### config.mk
export PLATFORM = sky130hd
export DESIGN_NAME = sklansky_mp_seq
export DESIGN_NICKNAME = d
export VERILOG_FILES = /design/src/rtl/sklansky_pkg.sv /design/src/rtl/sklansky.sv /design/src/rtl/sklansky_mp_seq.sv
export SDC_FILE = /design/constraint.sdc
export NUM_CORES = 1
export LEC_CHECK = 0
export ABC_AREA = 1
export BUFFER_PORTS_ARGS = -buffer_cell sky130_fd_sc_hd__buf_2
export CORE_MARGIN = 5
export CORE_UTILIZATION = 46
export DETAILED_ROUTE_END_ITERATION = 10
export MAX_ROUTING_LAYER = met4
export PLACE_DENSITY = 0.73
export SLEW_MARGIN = 20
export SYNTH_ARGS = -nofsm -noshare
export SYNTH_HDL_FRONTEND = slang
export SYNTH_SLANG_ARGS = --single-unit
### constraint.sdc
create_clock -name clk -period 2.4 [get_ports clk]
set_input_delay 0 -clock clk [delete_from_list [all_inputs] [get_ports clk]]
set_output_delay 0 -clock clk [all_outputs]
set_load 0.01 [all_outputs]
### src/rtl/sklansky_pkg.sv
// Shared types and helpers for the multi-precision Sklansky add sequencer.
// Holds slice width, sequencer state encoding and the overflow helper.
package sklansky_pkg;

   localparam int SLICE_W = 16;

   typedef enum logic [1:0] {
      IDLE = 2'd0,
      RUN  = 2'd1,
      DONE = 2'd2
   } mp_state_t;

   // Signed overflow: like-signed operands giving an opposite-signed result.
   function automatic logic ovf_calc(
      input logic a_msb,
      input logic b_msb,
      input logic s_msb
   );
      return (a_msb == b_msb) && (s_msb != a_msb);
   endfunction

endpackage

### src/rtl/sklansky.sv
// 16-bit Sklansky parallel-prefix adder.
// Ports: a, b, cin in; sum, cout out. Purely combinational.
module sklansky
   import sklansky_pkg::*;
(
   input  logic [SLICE_W-1:0] a,
   input  logic [SLICE_W-1:0] b,
   input  logic               cin,
   output logic [SLICE_W-1:0] sum,
   output logic               cout
);

   localparam int LVLS = 4;

   // gl/pl[l][i]: group generate/propagate of bits [base..i] after level l.
   logic [LVLS:0][SLICE_W-1:0] gl;
   logic [LVLS:0][SLICE_W-1:0] pl;
   logic [SLICE_W-1:0]         c;

   assign gl[0] = a & b;
   assign pl[0] = a ^ b;

   for (genvar l = 0; l < LVLS; l++) begin : g_lvl
      for (genvar i = 0; i < SLICE_W; i++) begin : g_bit
         // Bits in the upper half of each 2^(l+1) block combine with the
         // top bit of the lower half (Sklansky fan-out pattern).
         if (((i >> l) & 1) == 1) begin : g_cmb
            localparam int J = ((i >> l) << l) - 1;
            assign gl[l+1][i] = gl[l][i] | (pl[l][i] & gl[l][J]);
            assign pl[l+1][i] = pl[l][i] & pl[l][J];
         end else begin : g_pass
            assign gl[l+1][i] = gl[l][i];
            assign pl[l+1][i] = pl[l][i];
         end
      end
   end

   assign c[0] = cin;
   for (genvar i = 1; i < SLICE_W; i++) begin : g_c
      assign c[i] = gl[LVLS][i-1] | (pl[LVLS][i-1] & cin);
   end

   assign sum  = pl[0] ^ c;
   assign cout = gl[LVLS][SLICE_W-1] | (pl[LVLS][SLICE_W-1] & cin);

endmodule

### src/rtl/sklansky_mp_seq.sv
// Multi-precision add sequencer: WORDS x 16-bit slices through one sklansky.
// Ports: in_valid/in_ready/a/b/cin[/sub] in, out_valid/out_ready/sum/cout/ovf out, busy.
// SKLANSKY_MP_SUB_EN adds the sub port (a - b via ~b and carry-in 1).
module sklansky_mp_seq
   import sklansky_pkg::*;
#(
   parameter int WORDS = 4
) (
   input  logic                  clk,
   input  logic                  rst_n,
   input  logic                  in_valid,
   output logic                  in_ready,
   input  logic [SLICE_W*WORDS-1:0] a,
   input  logic [SLICE_W*WORDS-1:0] b,
   input  logic                  cin,
`ifdef SKLANSKY_MP_SUB_EN
   input  logic                  sub,
`endif
   output logic                  out_valid,
   input  logic                  out_ready,
   output logic [SLICE_W*WORDS-1:0] sum,
   output logic                  cout,
   output logic                  ovf,
   output logic                  busy
);

   localparam int IW = $clog2(WORDS);

   typedef logic [WORDS-1:0][SLICE_W-1:0] wide_t;

   mp_state_t   state_q, state_d;
   logic [IW-1:0] idx_q, idx_d;
   wide_t       a_q, a_d;
   wide_t       b_q, b_d;
   wide_t       sum_q, sum_d;
   logic        carry_q, carry_d;
   logic        cout_q, cout_d;
   logic        ovf_q, ovf_d;

   logic [SLICE_W*WORDS-1:0] b_eff;
   logic        c_init;
   logic [SLICE_W-1:0] s_sl;
   logic        s_co;
   logic        last;

`ifdef SKLANSKY_MP_SUB_EN
   assign b_eff  = sub ? ~b : b;
   assign c_init = sub ? 1'b1 : cin;
`else
   assign b_eff  = b;
   assign c_init = cin;
`endif

   sklansky u_add (
      .a    (a_q[idx_q]),
      .b    (b_q[idx_q]),
      .cin  (carry_q),
      .sum  (s_sl),
      .cout (s_co)
   );

   assign last = (idx_q == IW'(WORDS - 1));

   always_comb begin
      state_d = state_q;
      idx_d   = idx_q;
      a_d     = a_q;
      b_d     = b_q;
      sum_d   = sum_q;
      carry_d = carry_q;
      cout_d  = cout_q;
      ovf_d   = ovf_q;
      unique case (state_q)
         IDLE: begin
            if (in_valid) begin
               a_d     = a;
               b_d     = b_eff;
               carry_d = c_init;
               idx_d   = '0;
               sum_d   = '0;
               state_d = RUN;
            end
         end
         RUN: begin
            sum_d[idx_q] = s_sl;
            carry_d      = s_co;
            if (last) begin
               cout_d  = s_co;
               ovf_d   = ovf_calc(a_q[WORDS-1][SLICE_W-1],
                                  b_q[WORDS-1][SLICE_W-1],
                                  s_sl[SLICE_W-1]);
               state_d = DONE;
            end else begin
               idx_d = idx_q + IW'(1);
            end
         end
         DONE: begin
            if (out_ready) state_d = IDLE;
         end
         default: state_d = IDLE;
      endcase
   end

   always_ff @(posedge clk) begin
      if (!rst_n) begin
         state_q <= IDLE;
         idx_q   <= '0;
         a_q     <= '0;
         b_q     <= '0;
         sum_q   <= '0;
         carry_q <= 1'b0;
         cout_q  <= 1'b0;
         ovf_q   <= 1'b0;
      end else begin
         state_q <= state_d;
         idx_q   <= idx_d;
         a_q     <= a_d;
         b_q     <= b_d;
         sum_q   <= sum_d;
         carry_q <= carry_d;
         cout_q  <= cout_d;
         ovf_q   <= ovf_d;
      end
   end

   assign in_ready  = (state_q == IDLE);
   assign out_valid = (state_q == DONE);
   assign busy      = (state_q != IDLE);
   assign sum       = sum_q;
   assign cout      = cout_q;
   assign ovf       = ovf_q;

endmodule

# Yosys cells after proc, flatten, opt, wreduce, memory -nomap -nowiden
# Index checks and enable logic that the tools add are counted.
[totals] register_bits=199 inputBits=133
[classes] n_addsub=1 magnitude_cmp=2 n_eq_ne=9 muxes=18 n_bitwise=131 reduce_logical=10
[ops] operator="$pmux W64 S2" count=1
[ops] operator="$and A1 B1 Y1" count=80
[ops] operator="$bmux W16 S2" count=2
[ops] operator="$bwmux W64" count=1
[ops] operator="$mux W64" count=1
[ops] operator="$mux W16" count=3
[ops] operator="$or A1 B1 Y1" count=48
[ops] operator="$demux W16 S2" count=1
[ops] operator="$xor A16 B16 Y16" count=2
[ops] operator="$and A16 B16 Y16" count=1
[ops] operator="$mux W2" count=5
[ops] operator="$ne A2 B2 Y1 const B" count=3
[ops] operator="$pmux W2 S3" count=1
[ops] operator="$reduce_and A2 Y1" count=3
[ops] operator="$reduce_and A3 Y1" count=2
[ops] operator="$eq A2 B2 Y1 const B" count=2
[ops] operator="$pmux W2 S2" count=1
[ops] operator="$reduce_bool A2 Y1" count=2
[ops] operator="$lt A2 B3 Y1 const B" count=1
[ops] operator="$add A2 B1 Y2 const B" count=1
[ops] operator="$eq A2 B1 Y1 const B" count=1
[ops] operator="$ge A2 B1 Y1 const B" count=1
[ops] operator="$logic_and A1 B1 Y1" count=2
[ops] operator="$logic_not A2 Y1" count=1
[ops] operator="other kinds (5)" count=5

# Longest topological paths before layout
[logic_depth] ltp_word=15 mapped_depth=20 mapped_depth_nobuf=17

# By module
# From an unflattened synthesis, not the netlist that was laid out.
[unflattened] cells_unflattened=1282 area_unflattened_um2=9012.4
[by_module_without_submodules] module="sklansky_mp_seq" instances=1 cells_each=1148 area_each_um2=8251.7
[by_module_without_submodules] module="sklansky" instances=1 cells_each=134 area_each_um2=760.7

# Worst setup path before layout
# Ideal clock, no wire load.
[synth_path] kind="register to register" start="register idx_q[0]" end="register sum_q, in the netlist sum[54]" setup_time_ns=0.132 arrival_ns=2.441 slack_ns=-0.173 stages_incl_launch_ff=17 synth_period_minus_slack_ns=2.573 path_cell_list="dfxtp_1 buf_2 inv_1 buf_2 clkbuf_1 nor2_1 o22ai_1 ha_1 nand2_1 inv_1 nand2_1 nand2_2 nor2_2 nor2_1 or3_1 nand3_1 a21oi_1"
[synth_via] elab_chain_len=13
[synth_lines] element="start: declaration" line="sklansky_mp_seq.sv:32" rtl="logic [IW-1:0] idx_q, idx_d;"
[synth_lines] element="start signal: assignment" line="sklansky_mp_seq.sv:116" rtl="idx_q <= idx_d;"
[synth_lines] element="$bmux W16 S2 (on tied branches)" line="sklansky_mp_seq.sv:55, sklansky_mp_seq.sv:56"
[synth_lines] element="$mux W16 (on tied branches)" line="sklansky_mp_seq.sv:55, sklansky_mp_seq.sv:56"
[synth_lines] element="$xor A16 B16 Y16 / $and A16 B16 Y16 (equally long branches)" line="sklansky.sv:21, sklansky.sv:20"
[synth_lines] element="$and A1 B1 Y1" line="sklansky.sv:29" rtl="assign gl[l+1][i] = gl[l][i] | (pl[l][i] & gl[l][J]);"
[synth_lines] element="$or A1 B1 Y1" line="sklansky.sv:29"
[synth_lines] element="$and A1 B1 Y1" line="sklansky.sv:29"
[synth_lines] element="$or A1 B1 Y1" line="sklansky.sv:29"
[synth_lines] element="$and A1 B1 Y1" line="sklansky.sv:29"
[synth_lines] element="$or A1 B1 Y1" line="sklansky.sv:29"
[synth_lines] element="$or A1 B1 Y1" line="sklansky.sv:40" rtl="assign c[i] = gl[LVLS][i-1] | (pl[LVLS][i-1] & cin);"
[synth_lines] element="$xor A16 B16 Y16" line="sklansky.sv:43" rtl="assign sum = pl[0] ^ c;"
[synth_lines] element="$bwmux W64 (*)" line="sklansky_mp_seq.sv:85" rtl="sum_d[idx_q] = s_sl;"
[synth_lines] element="$pmux W64 S2 (*)" line="sklansky_mp_seq.sv:73" rtl="unique case (state_q)"
[synth_lines] element="end signal: assignment" line="sklansky_mp_seq.sv:119" rtl="sum_q <= sum_d;"
[synth_lines] element="end: declaration" line="sklansky_mp_seq.sv:35" rtl="wide_t sum_q, sum_d;"
# Mark *: on every way between the ends. The rest lies on a longest branch, timed or not. The select of a mux whose other input is x is not followed.
# A chain may end at the register's enable or synchronous reset.

# Worst setup path in the final report
[layout_path] start="register idx_q[0]" end="register ovf_q, in the netlist ovf"
[layout_via] elab_chain_len=15
[layout_lines] element="$bmux W16 S2 (on tied branches)" line="sklansky_mp_seq.sv:55, sklansky_mp_seq.sv:56"
[layout_lines] element="$mux W16 (on tied branches)" line="sklansky_mp_seq.sv:55, sklansky_mp_seq.sv:56"
[layout_lines] element="$xor A16 B16 Y16 / $and A16 B16 Y16 (equally long branches)" line="sklansky.sv:21, sklansky.sv:20"
[layout_lines] element="$and A1 B1 Y1" line="sklansky.sv:29"
[layout_lines] element="$or A1 B1 Y1" line="sklansky.sv:29"
[layout_lines] element="$and A1 B1 Y1" line="sklansky.sv:29"
[layout_lines] element="$or A1 B1 Y1" line="sklansky.sv:29"
[layout_lines] element="$and A1 B1 Y1" line="sklansky.sv:29"
[layout_lines] element="$or A1 B1 Y1" line="sklansky.sv:29"
[layout_lines] element="$and A1 B1 Y1" line="sklansky.sv:29"
[layout_lines] element="$or A1 B1 Y1" line="sklansky.sv:29"
[layout_lines] element="$or A1 B1 Y1" line="sklansky.sv:40"
[layout_lines] element="$xor A16 B16 Y16" line="sklansky.sv:43"
[layout_lines] element="$ne A1 B1 Y1" line="sklansky_pkg.sv:19" rtl="return (a_msb == b_msb) && (s_msb != a_msb);"
[layout_lines] element="$logic_and A1 B1 Y1" line="sklansky_pkg.sv:19"
[layout_lines] element="end signal: assignment" line="sklansky_mp_seq.sv:122" rtl="ovf_q <= ovf_d;"
[layout_lines] element="end: declaration" line="sklansky_mp_seq.sv:38" rtl="logic ovf_q, ovf_d;"
# Parallel ways exist; a longest one is shown, timed or not. The select of a mux whose other input is x is not followed.

==> impl_metrics.ini <==
[timing]
slew_headroom = 0.3122
fin_skew_ns = 0.01072
setup_violations = 26
fin_ws_ns = -0.03779
slew_viol_final = 0
fmax_mhz = 410.2
period_share = 1.016
tightest_slew_ns = 1.025
hold_slack_ns = 0.1164
period_minus_slack_ns = 2.438
rsz0062_at_grt = true
tns_ns = -0.5043
finalHoldViolCount = 0

[hold_path]
min_from = in_valid
worstHoldPathType = input port to flip-flop

[finish]
final_cell_area_um2 = 12470
final_nets = 1699
syn2layout_area_growth_pct = 44.49
fin_cells = 1791
drive_above_1_share = 0.2531
antenna_cells = 0

[pwr]
ir_worst_vdd_mv = 0.6493
static-leakage-power_uw = 0.005550
power_density_nw_per_um2 = 738.0

[route]
viasPerCell = 5.375
vias = 9627
wl_per_cell_um = 16.60
routed_wl_um = 29740
ant_nets = 0
drc = 0
initialDrtViolationCount = 853
firstDrtPassIters = 5

[critical_path]
cp_top_family = simple AND/OR/NAND/NOR gates
path_cells = inv_6 > buf_12 > o21ai_1 > o22ai_4 > ha_4 > nand2_1 > buf_4 > nor2_4 > nand2_2 > nand3_4 > nand2_2 > nand2_2 > nand2_2 > nand3_1 > nand3_1 > a21oi_1
cp-end-kind = flip-flop
critPathMaxStageDelay_ns = 0.40
crit_top_cell = nand2_2
critPathLaunchType = flip-flop
cp_data_required_time_ns = 2.77
worst_path_max_delay_cell = dfxtp_4
crit_buf_inv = 3
reg2reg_from = idx_q[0]
critPathLaunch = idx_q[0]
path_max_fanout = 9
worstPathArrival_ns = 2.81
critPathKind = flip-flop to flip-flop

[cts]
root_buffer = clkbuf_16
clk_latency_ns = 0.44
cts_inserted_buffers = 17
htreeDepth = 4
clk_pin_slew_worst_paths_ns = 0.07
clock-sinks = 199
cts_tree = yes
cts.path.max_buffers = 2

[synth]
yosysSeqAreaShare = 0.4615
synth_cell_types = 37
netlist_instances = 1205
synth.net_count = 1359
yosys_register_bits = 199
syn_area_per_cell_um2 = 7.164
ys_warn_count = 0
synth_area_um2 = 8632

[global_routing]
overflow = 0
grt_first_pass_wirelength_um = 45780
grt_pass1_vias = 9084
track_usage = 0.2718
antenna_found_initial = 0
grt_max_degree = 133

[floorplan]
fp.dieH_um = 147.0
initial_utilization = 0.4646
die_area_um2 = 21600
core_region_area_um2 = 18580
io_pins = 202
die_x_um = 147.0
rows = 50

[place]
dp.cells = 1623
portBuffers = 201
gp_congestion = 0.9444
dp.final_hpwl_um = 18990
dpl_cell_area_um2 = 10100

[outcome]
status = finished, violations left
violations = setup timing

[run]
cap_violations = 0
==> final cells by class <==
| class | instances | area (um2) |
|---|---|---|
| clock buffers | 19 | 442.9 |
| inverters | 39 | 153.9 |
| repair buffers | 399 | 2932 |
| fillers | 1471 | 6108 |
| clock inverters | 12 | 173.9 |
| well taps | 234 | 292.8 |
| flip-flops and latches | 199 | 3989 |
| multi-input cells | 889 | 4488 |
==> kinds of logic (layout without fill, tap and decap cells) <==
logic type	after synthesis	in the layout	share of synthesized area
simple gates	545	545	0.2522
compound gates	317	317	0.1909
flops	199	199	0.4615
buf+inv	117	469	0.05711
fa+ha+maj	21	21	0.03131
xor+xnor	6	6	0.006959
==> sequential cells by signal, summed over array words and instances (netlist names) <==
register and flops:
a_q 64, b_q 64, sum 64, idx_q 2, state_q 2, carry_q 1, cout 1, ovf 1
==> per-layer routing <==
metal  vias up  track usage  part of all wire
met3       112      0.05614             0.081
met5         -            -                 0
met1      4387       0.3353              0.41
met2       486       0.4229              0.46
li1       4642            -                 -
met4         0       0.1393             0.046
==> worst paths after layout <==
check | slack [ns] | to | cells past startpoint
max | -0.04 | ovf | 16
max reg2reg | -0.04 | ovf | 16
min reg2reg | 0.46 | sum[0] | 2
min | 0.12 | a_q[13] | 5
==> synth_stat cells (all sizes together) <==
| cell type | instances | area, um2 |
|---|---|---|
| o211ai | 1 | 7.510 |
| nor2 | 338 | 1291 |
| or3 | 1 | 6.260 |
| fa | 1 | 20.02 |
| nand3b | 1 | 7.510 |
| inv | 38 | 145.1 |
| a21oi | 83 | 426.7 |
| o21ai | 198 | 991.0 |
| o31ai | 1 | 7.510 |
| ha | 20 | 250.2 |
| nand4 | 1 | 6.260 |
| o22ai | 32 | 200.2 |
| xor2 | 2 | 17.52 |
| clkbuf | 50 | 187.7 |
| or2 | 4 | 30.04 |
| o21bai | 1 | 7.510 |
| and2 | 1 | 6.260 |
| nand3 | 42 | 222.7 |
| xnor2 | 4 | 42.55 |
| nand2 | 157 | 606.8 |
| buf | 28 | 156.4 |
| clkinv | 1 | 3.750 |
| dfxtp | 199 | 3984 |
| a22oi | 1 | 7.510 |
==> stage by stage <==
step / total power, uW / utilization / setup slack [ns]
5_1_grt: 9595 / 0.6712 / -0.1638
6_report: 9204 / 0.6712 / -0.03779
3_5_place_dp: 5749 / 0.5438 / -0.1663
2_1_floorplan: 4909 / - / 0.0004889
4_1_cts: 9006 / 0.6581 / -0.03292
3_3_place_gp: 5711 / 0.5438 / -0.1419
==> cell usage in the layout, fill, tap and decap left out, types with 17 or more instances in the layout <==
cell type      count
inv_1             25
clkbuf_16         17
o22ai_1           20
dlygate4sd3_1    130
dfxtp_1          197
nand2_1          141
nand3_1           37
nor2_1           321
o21ai_0          173
o21ai_1           17
buf_4             56
a21oi_1           73
buf_2            201
==> where the power goes <==
part / switching, uW / internal (uW)
logic: 1400 / 1070
registers: 158 / 3530
clock network: 1270 / 1770
==> what timing repair did <==
action                     in CTS  in global routing
cloned                          1                  0
hold buffers                  130                  0
setup buffers                   2                  4
gates resized for setup        49                 57
pin swaps                      16                 23
setup endpoints to repair      55                 57
hold endpoints to repair      130                  0
==> worst reg2reg max path: cells and delay by family, from the launching register on <==
family | cells | cell delay [ns]
AND/OR/NAND/NOR | 9 | 0.83
buffers and inverters | 3 | 0.34
adder cells (fa/ha/maj) | 1 | 0.29
AO/OA/AOI/OAI | 3 | 0.51
flip-flops | 1 | 0.40
No activity file was read; power rests on OpenSTA's default activity.
